$ cat config.mk
export PLATFORM = sky130hd
export DESIGN_NAME = cmp_cond_unit
export DESIGN_NICKNAME = d
export VERILOG_FILES = /design/src/rtl/cmp_pkg.sv /design/src/rtl/cond_decode.sv /design/src/rtl/cmp_cond_unit.sv
export SDC_FILE = /design/constraint.sdc
export NUM_CORES = 1
export LEC_CHECK = 0
export CORE_UTILIZATION = 50
export DETAILED_ROUTE_END_ITERATION = 8
export DONT_BUFFER_PORTS = 1
export PLACE_DENSITY = 0.75
export SLEW_MARGIN = 15
export SYNTH_ARGS = -nofsm -noshare
export SYNTH_HDL_FRONTEND = slang
export SYNTH_SLANG_ARGS = --single-unit
$ cat constraint.sdc
create_clock -name Clk -period 4.89 [get_ports Clk]
set_clock_uncertainty 0.2 [all_clocks]
set_input_delay 0.978 -clock Clk [delete_from_list [all_inputs] [get_ports Clk]]
set_output_delay 0.978 -clock Clk [all_outputs]
set_load 0.05 [all_outputs]
$ cat src/rtl/cmp_pkg.sv
// Shared definitions for the cmp consumer path: condition codes,
// NZCV bit positions and the query FSM state type.
package cmp_pkg;

    localparam logic [3:0] COND_EQ  = 4'd0;
    localparam logic [3:0] COND_NE  = 4'd1;
    localparam logic [3:0] COND_LT  = 4'd2;
    localparam logic [3:0] COND_GE  = 4'd3;
    localparam logic [3:0] COND_GT  = 4'd4;
    localparam logic [3:0] COND_LE  = 4'd5;
    localparam logic [3:0] COND_LTU = 4'd6;
    localparam logic [3:0] COND_GEU = 4'd7;
    localparam logic [3:0] COND_GTU = 4'd8;
    localparam logic [3:0] COND_LEU = 4'd9;
    localparam logic [3:0] COND_MI  = 4'd10;
    localparam logic [3:0] COND_PL  = 4'd11;
    localparam logic [3:0] COND_VS  = 4'd12;
    localparam logic [3:0] COND_VC  = 4'd13;
    localparam logic [3:0] COND_AL  = 4'd14;
    localparam logic [3:0] COND_NV  = 4'd15;

    localparam int unsigned FLAG_N = 3;
    localparam int unsigned FLAG_Z = 2;
    localparam int unsigned FLAG_C = 1;
    localparam int unsigned FLAG_V = 0;

    typedef enum logic {
        ST_IDLE = 1'b0,
        ST_RESP = 1'b1
    } state_t;

endpackage

$ cat src/rtl/cond_decode.sv
// Combinational NZCV + condition-code to taken mapping.
module cond_decode
    import cmp_pkg::*;
(
    input  logic [3:0] flags,
    input  logic [3:0] cond,
    output logic       taken
);

    logic n, z, c, v;

    assign n = flags[FLAG_N];
    assign z = flags[FLAG_Z];
    assign c = flags[FLAG_C];
    assign v = flags[FLAG_V];

    // Evaluate the requested condition against the supplied flags
    always_comb begin
        taken = 1'b0;
        unique case (cond)
            COND_EQ:  taken = z;
            COND_NE:  taken = !z;
            COND_LT:  taken = n ^ v;
            COND_GE:  taken = !(n ^ v);
            COND_GT:  taken = !z && !(n ^ v);
            COND_LE:  taken = z || (n ^ v);
            COND_LTU: taken = !c;
            COND_GEU: taken = c;
            COND_GTU: taken = c && !z;
            COND_LEU: taken = !c || z;
            COND_MI:  taken = n;
            COND_PL:  taken = !n;
            COND_VS:  taken = v;
            COND_VC:  taken = !v;
            COND_AL:  taken = 1'b1;
            COND_NV:  taken = 1'b0;
            default:  taken = 1'b0;
        endcase
    end

endmodule

$ cat src/rtl/cmp_cond_unit.sv
// Consumer of the cmp interface: holds architectural NZCV, answers
// branch-condition queries over a valid/ready handshake, and counts
// taken responses for the perf counters.
module cmp_cond_unit
    import cmp_pkg::*;
#(
    parameter int unsigned DATA_W = 32,
    parameter int unsigned CNT_W  = 16
) (
    input  logic              Clk,
    input  logic              Rst,
    input  logic              FlagWe,
    input  logic [DATA_W-1:0] CmpOut,
    input  logic              CmpCarry,
    input  logic              CmpOverflow,
    input  logic              ReqValid,
    output logic              ReqReady,
    input  logic [3:0]        ReqCond,
    output logic              RspValid,
    input  logic              RspReady,
    output logic              RspTaken,
    output logic [3:0]        Flags,
    output logic              FlagsValid,
    output logic [CNT_W-1:0]  TakenCnt
);

    state_t            state;
    logic [3:0]        flags_r;
    logic              flags_valid_r;
    logic              rsp_taken_r;
    logic [CNT_W-1:0]  taken_cnt_r;

    logic [3:0]        new_flags;
    logic [3:0]        eval_flags;
    logic              have_flags;
    logic              accept;
    logic              dec_taken;

    // Flags as they would be captured from the current cmp result
    always_comb begin
        new_flags         = '0;
        new_flags[FLAG_N] = CmpOut[DATA_W-1];
        new_flags[FLAG_Z] = (CmpOut == '0);
        new_flags[FLAG_C] = CmpCarry;
        new_flags[FLAG_V] = CmpOverflow;
    end

    // A same-cycle flag write is forwarded so the query sees the fresh result
    always_comb begin
        eval_flags = FlagWe ? new_flags : flags_r;
        have_flags = flags_valid_r | FlagWe;
        if (state == ST_IDLE) begin
            ReqReady = have_flags;
        end else begin
            ReqReady = RspReady & have_flags;
        end
        accept = ReqValid & ReqReady;
    end

    cond_decode u_cond_decode (
        .flags (eval_flags),
        .cond  (ReqCond),
        .taken (dec_taken)
    );

    // Flag register, query FSM and saturating taken counter
    always_ff @(posedge Clk) begin
        if (Rst) begin
            state         <= ST_IDLE;
            flags_r       <= '0;
            flags_valid_r <= 1'b0;
            rsp_taken_r   <= 1'b0;
            taken_cnt_r   <= '0;
        end else begin
            if (FlagWe) begin
                flags_r       <= new_flags;
                flags_valid_r <= 1'b1;
            end

            if ((state == ST_RESP) && RspReady && rsp_taken_r && (taken_cnt_r != '1)) begin
                taken_cnt_r <= taken_cnt_r + 1'b1;
            end

            unique case (state)
                ST_IDLE: begin
                    if (accept) begin
                        state       <= ST_RESP;
                        rsp_taken_r <= dec_taken;
                    end
                end
                ST_RESP: begin
                    if (RspReady) begin
                        if (accept) begin
                            rsp_taken_r <= dec_taken;
                        end else begin
                            state       <= ST_IDLE;
                            rsp_taken_r <= 1'b0;
                        end
                    end
                end
                default: state <= ST_IDLE;
            endcase
        end
    end

    assign RspValid   = (state == ST_RESP);
    assign RspTaken   = rsp_taken_r;
    assign Flags      = flags_r;
    assign FlagsValid = flags_valid_r;
    assign TakenCnt   = taken_cnt_r;

endmodule

==> flow_summary.toml <==
[run_status]
status = "complete, no violations"

[timing]
finalCriticalPeriod_ps = 2721
slew_headroom_pct = 56.23
final-setup-viol-count = 0
rsz0062_at_grt = "false"
fin_crit_sh_pct = 55.64
setup_tns_ps = 0
clock.fmax_ghz = 0.3676
maxSlewViolCount = 0
finalHoldViolCount = 0
tightest_slew_ps = 655.6

[detailed_routing]
drtIter0Drc = 21
drt-total-wl_um = 2699
post-route-drc-count = 0
dr_total_vias = 1140
viasPerCell = 6.129
dr.pass1.iters = 4
routedWlPerCell_um = 14.51
drtAntennaViolNets = 0

[worst_setup_path]
endpoint_kind = "primary output"
slowest_delay_ps = 460
cp_num_buf_inv = 0
slowest_stage = "o21a_1"
critPathKind = "in -> out"
critPathRequiredTime_ps = 3710
crit_family = "compound AO/OA/AOI/OAI gates"
start_kind = "primary input"
crit_arrival_ps = 1540
crit_fanout = 3
path_cells = "nand2b_1 -> o21a_1"

[placement]
port_buffers = 0
dp_hpwl_um = 2094
place.gp.congestion = 0.8687

[layout]
drive_above_1_share_pct = 6.410
final_util_pct = 54.08
layout.nets = 201
fill_cells = 237
area_growth_pct = 2.512
insertedDiodeCount = 0

[clock_network]
clk_path_buf_depth = 2
cts_resized = 0
clk-insertion-delay-late_ps = 300
cts_max_level = 1
cts_post_setup_buffers_inserted = 0
cts_buffers = 3
path_clk_slew_ps = 130
cts-hold-fix-buffers = 0
cts-root-buf = "clkbuf_4"
clkSinkCount = 23
cts_tree = "built"

[die]
initial_core_util_pct = 52.75
num_rows = 18
core_area_um2 = 2455
fp.dieW_um = 52.89
die_y_um = 52.89
ios = 67
die-area_um2 = 2797

[synth]
synth_top_area_share_pct = 35.56
synth_edf_count = 0
syn_inst = 158
synth_cell_types = 40
synthTopCellsByCount = "dfxtp_1 (23), nor2_1 (23), nand2_1 (10), nand3_1 (10), xor2_1 (10)"
synth_area_per_cell_um2 = 8.196
seq_area_frac_synth_pct = 35.56
yosysWarnings = 0
syn-num-nets = 202
ys_ff_latch = 23
synth_top_area_cell = "dfxtp_1"
async_flop_share_pct = 0
synth_area_leaders = "dfxtp_1 (36%), xor2_1 (6.8%), nor2_1 (6.7%)"
synthesis.area_um2 = 1295
yosys_most_used_dff = "dfxtp_1"

[min_path]
hold_path_class = "in -> reg"

[global_routing]
grt.overflow.total = 0
antenna_found_initial = 0
first_global_vias = 1029
grt_pass1_wl_um = 4140
grt_max_degree = 24
grt_use_total_pct = 19.83

[power_and_ir_drop]
leakage_nw = 0.4767
vdd.ir_drop.worst_v = 0.0002452
pwr_density_cell_nw_per_um2 = 243.1

[flow_run]
cap_violations = 0
==> kinds of logic (layout without fill, tap and decap cells) <==
family          count (synthesis)  after routing  synth area share [%]
compound gates                 24             24                 12.17
xor+xnor                       13             13                 8.792
fa+ha+maj                       1              1                0.9660
buf+inv                         9              7                 3.381
flops                          23             23                 35.56
mux                             7              7                 6.570
simple gates                   81             81                 32.56
==> routing by layer <==
| metal | routed length, µm | global-route usage, % |
|---|---|---|
| met5 | 0 | 0 |
| met4 | 10 | 3.509 |
| met3 | 200 | 7.184 |
| met2 | 1302 | 33.12 |
| met1 | 1186 | 24.48 |
==> final cells by class <==
cell class	instances	area (µm²)	area share, %
Multi-Input combinational cell	126	790.8	59.57
Sequential cell	23	460.4	34.68
Tap cell	30	37.54	2.828
Clock buffer	3	22.52	1.697
Inverter	3	11.26	0.8483
Clock inverter	1	5.005	0.3770
==> cell usage in the layout (no fill, tap or decap), types with 5 or more instances in the layout <==
cell type,synthesis,layout
nand4_1,5,5
nand2_1,10,10
dfxtp_1,23,23
o21ai_0,5,5
nor4_1,7,7
nor2_1,23,23
nand3_1,10,10
xor2_1,10,10
a21oi_1,7,7
==> stage by stage <==
stage / cell area [µm²] / power [mW] / instances / setup WS, ps / hold WS, ps
after floorplan: 1295 / 0.2397 / 158 / 2195 / 507.2
after global placement: 1300 / 0.2379 / 182 / 2182 / 518.5
after detailed placement: 1300 / 0.2395 / 182 / 2163 / 530.2
after CTS: 1328 / 0.3256 / 186 / 2163 / 510.5
after global routing: 1328 / 0.3384 / 186 / 2115 / 489.3
final: 1328 / 0.3227 / 186 / 2169 / 520.5
==> power breakdown <==
part / leakage (nW) / switching (mW) / internal [mW]
registers: 0.186 / 0.0154 / 0.191
clock network: 0.0177 / 0.0568 / 0.0305
logic: 0.272 / 0.0146 / 0.0147
==> state kept, by name, summed over array words and instances, names as in the netlist <==
register / count
FlagsValid: 1
RspTaken: 1
TakenCnt: 16
RspValid: 1
Flags: 4
==> path summary, 6_finish.rpt <==
check,start,to,slack [ps],cells past startpoint
setup / recovery,RspReady,ReqReady,2170,2
hold / removal,Rst,TakenCnt[15],520,1
setup reg to reg,TakenCnt[4],TakenCnt[6],2460,5
hold reg to reg,FlagsValid,FlagsValid,550,2
Power figures use the tool's default switching activity.
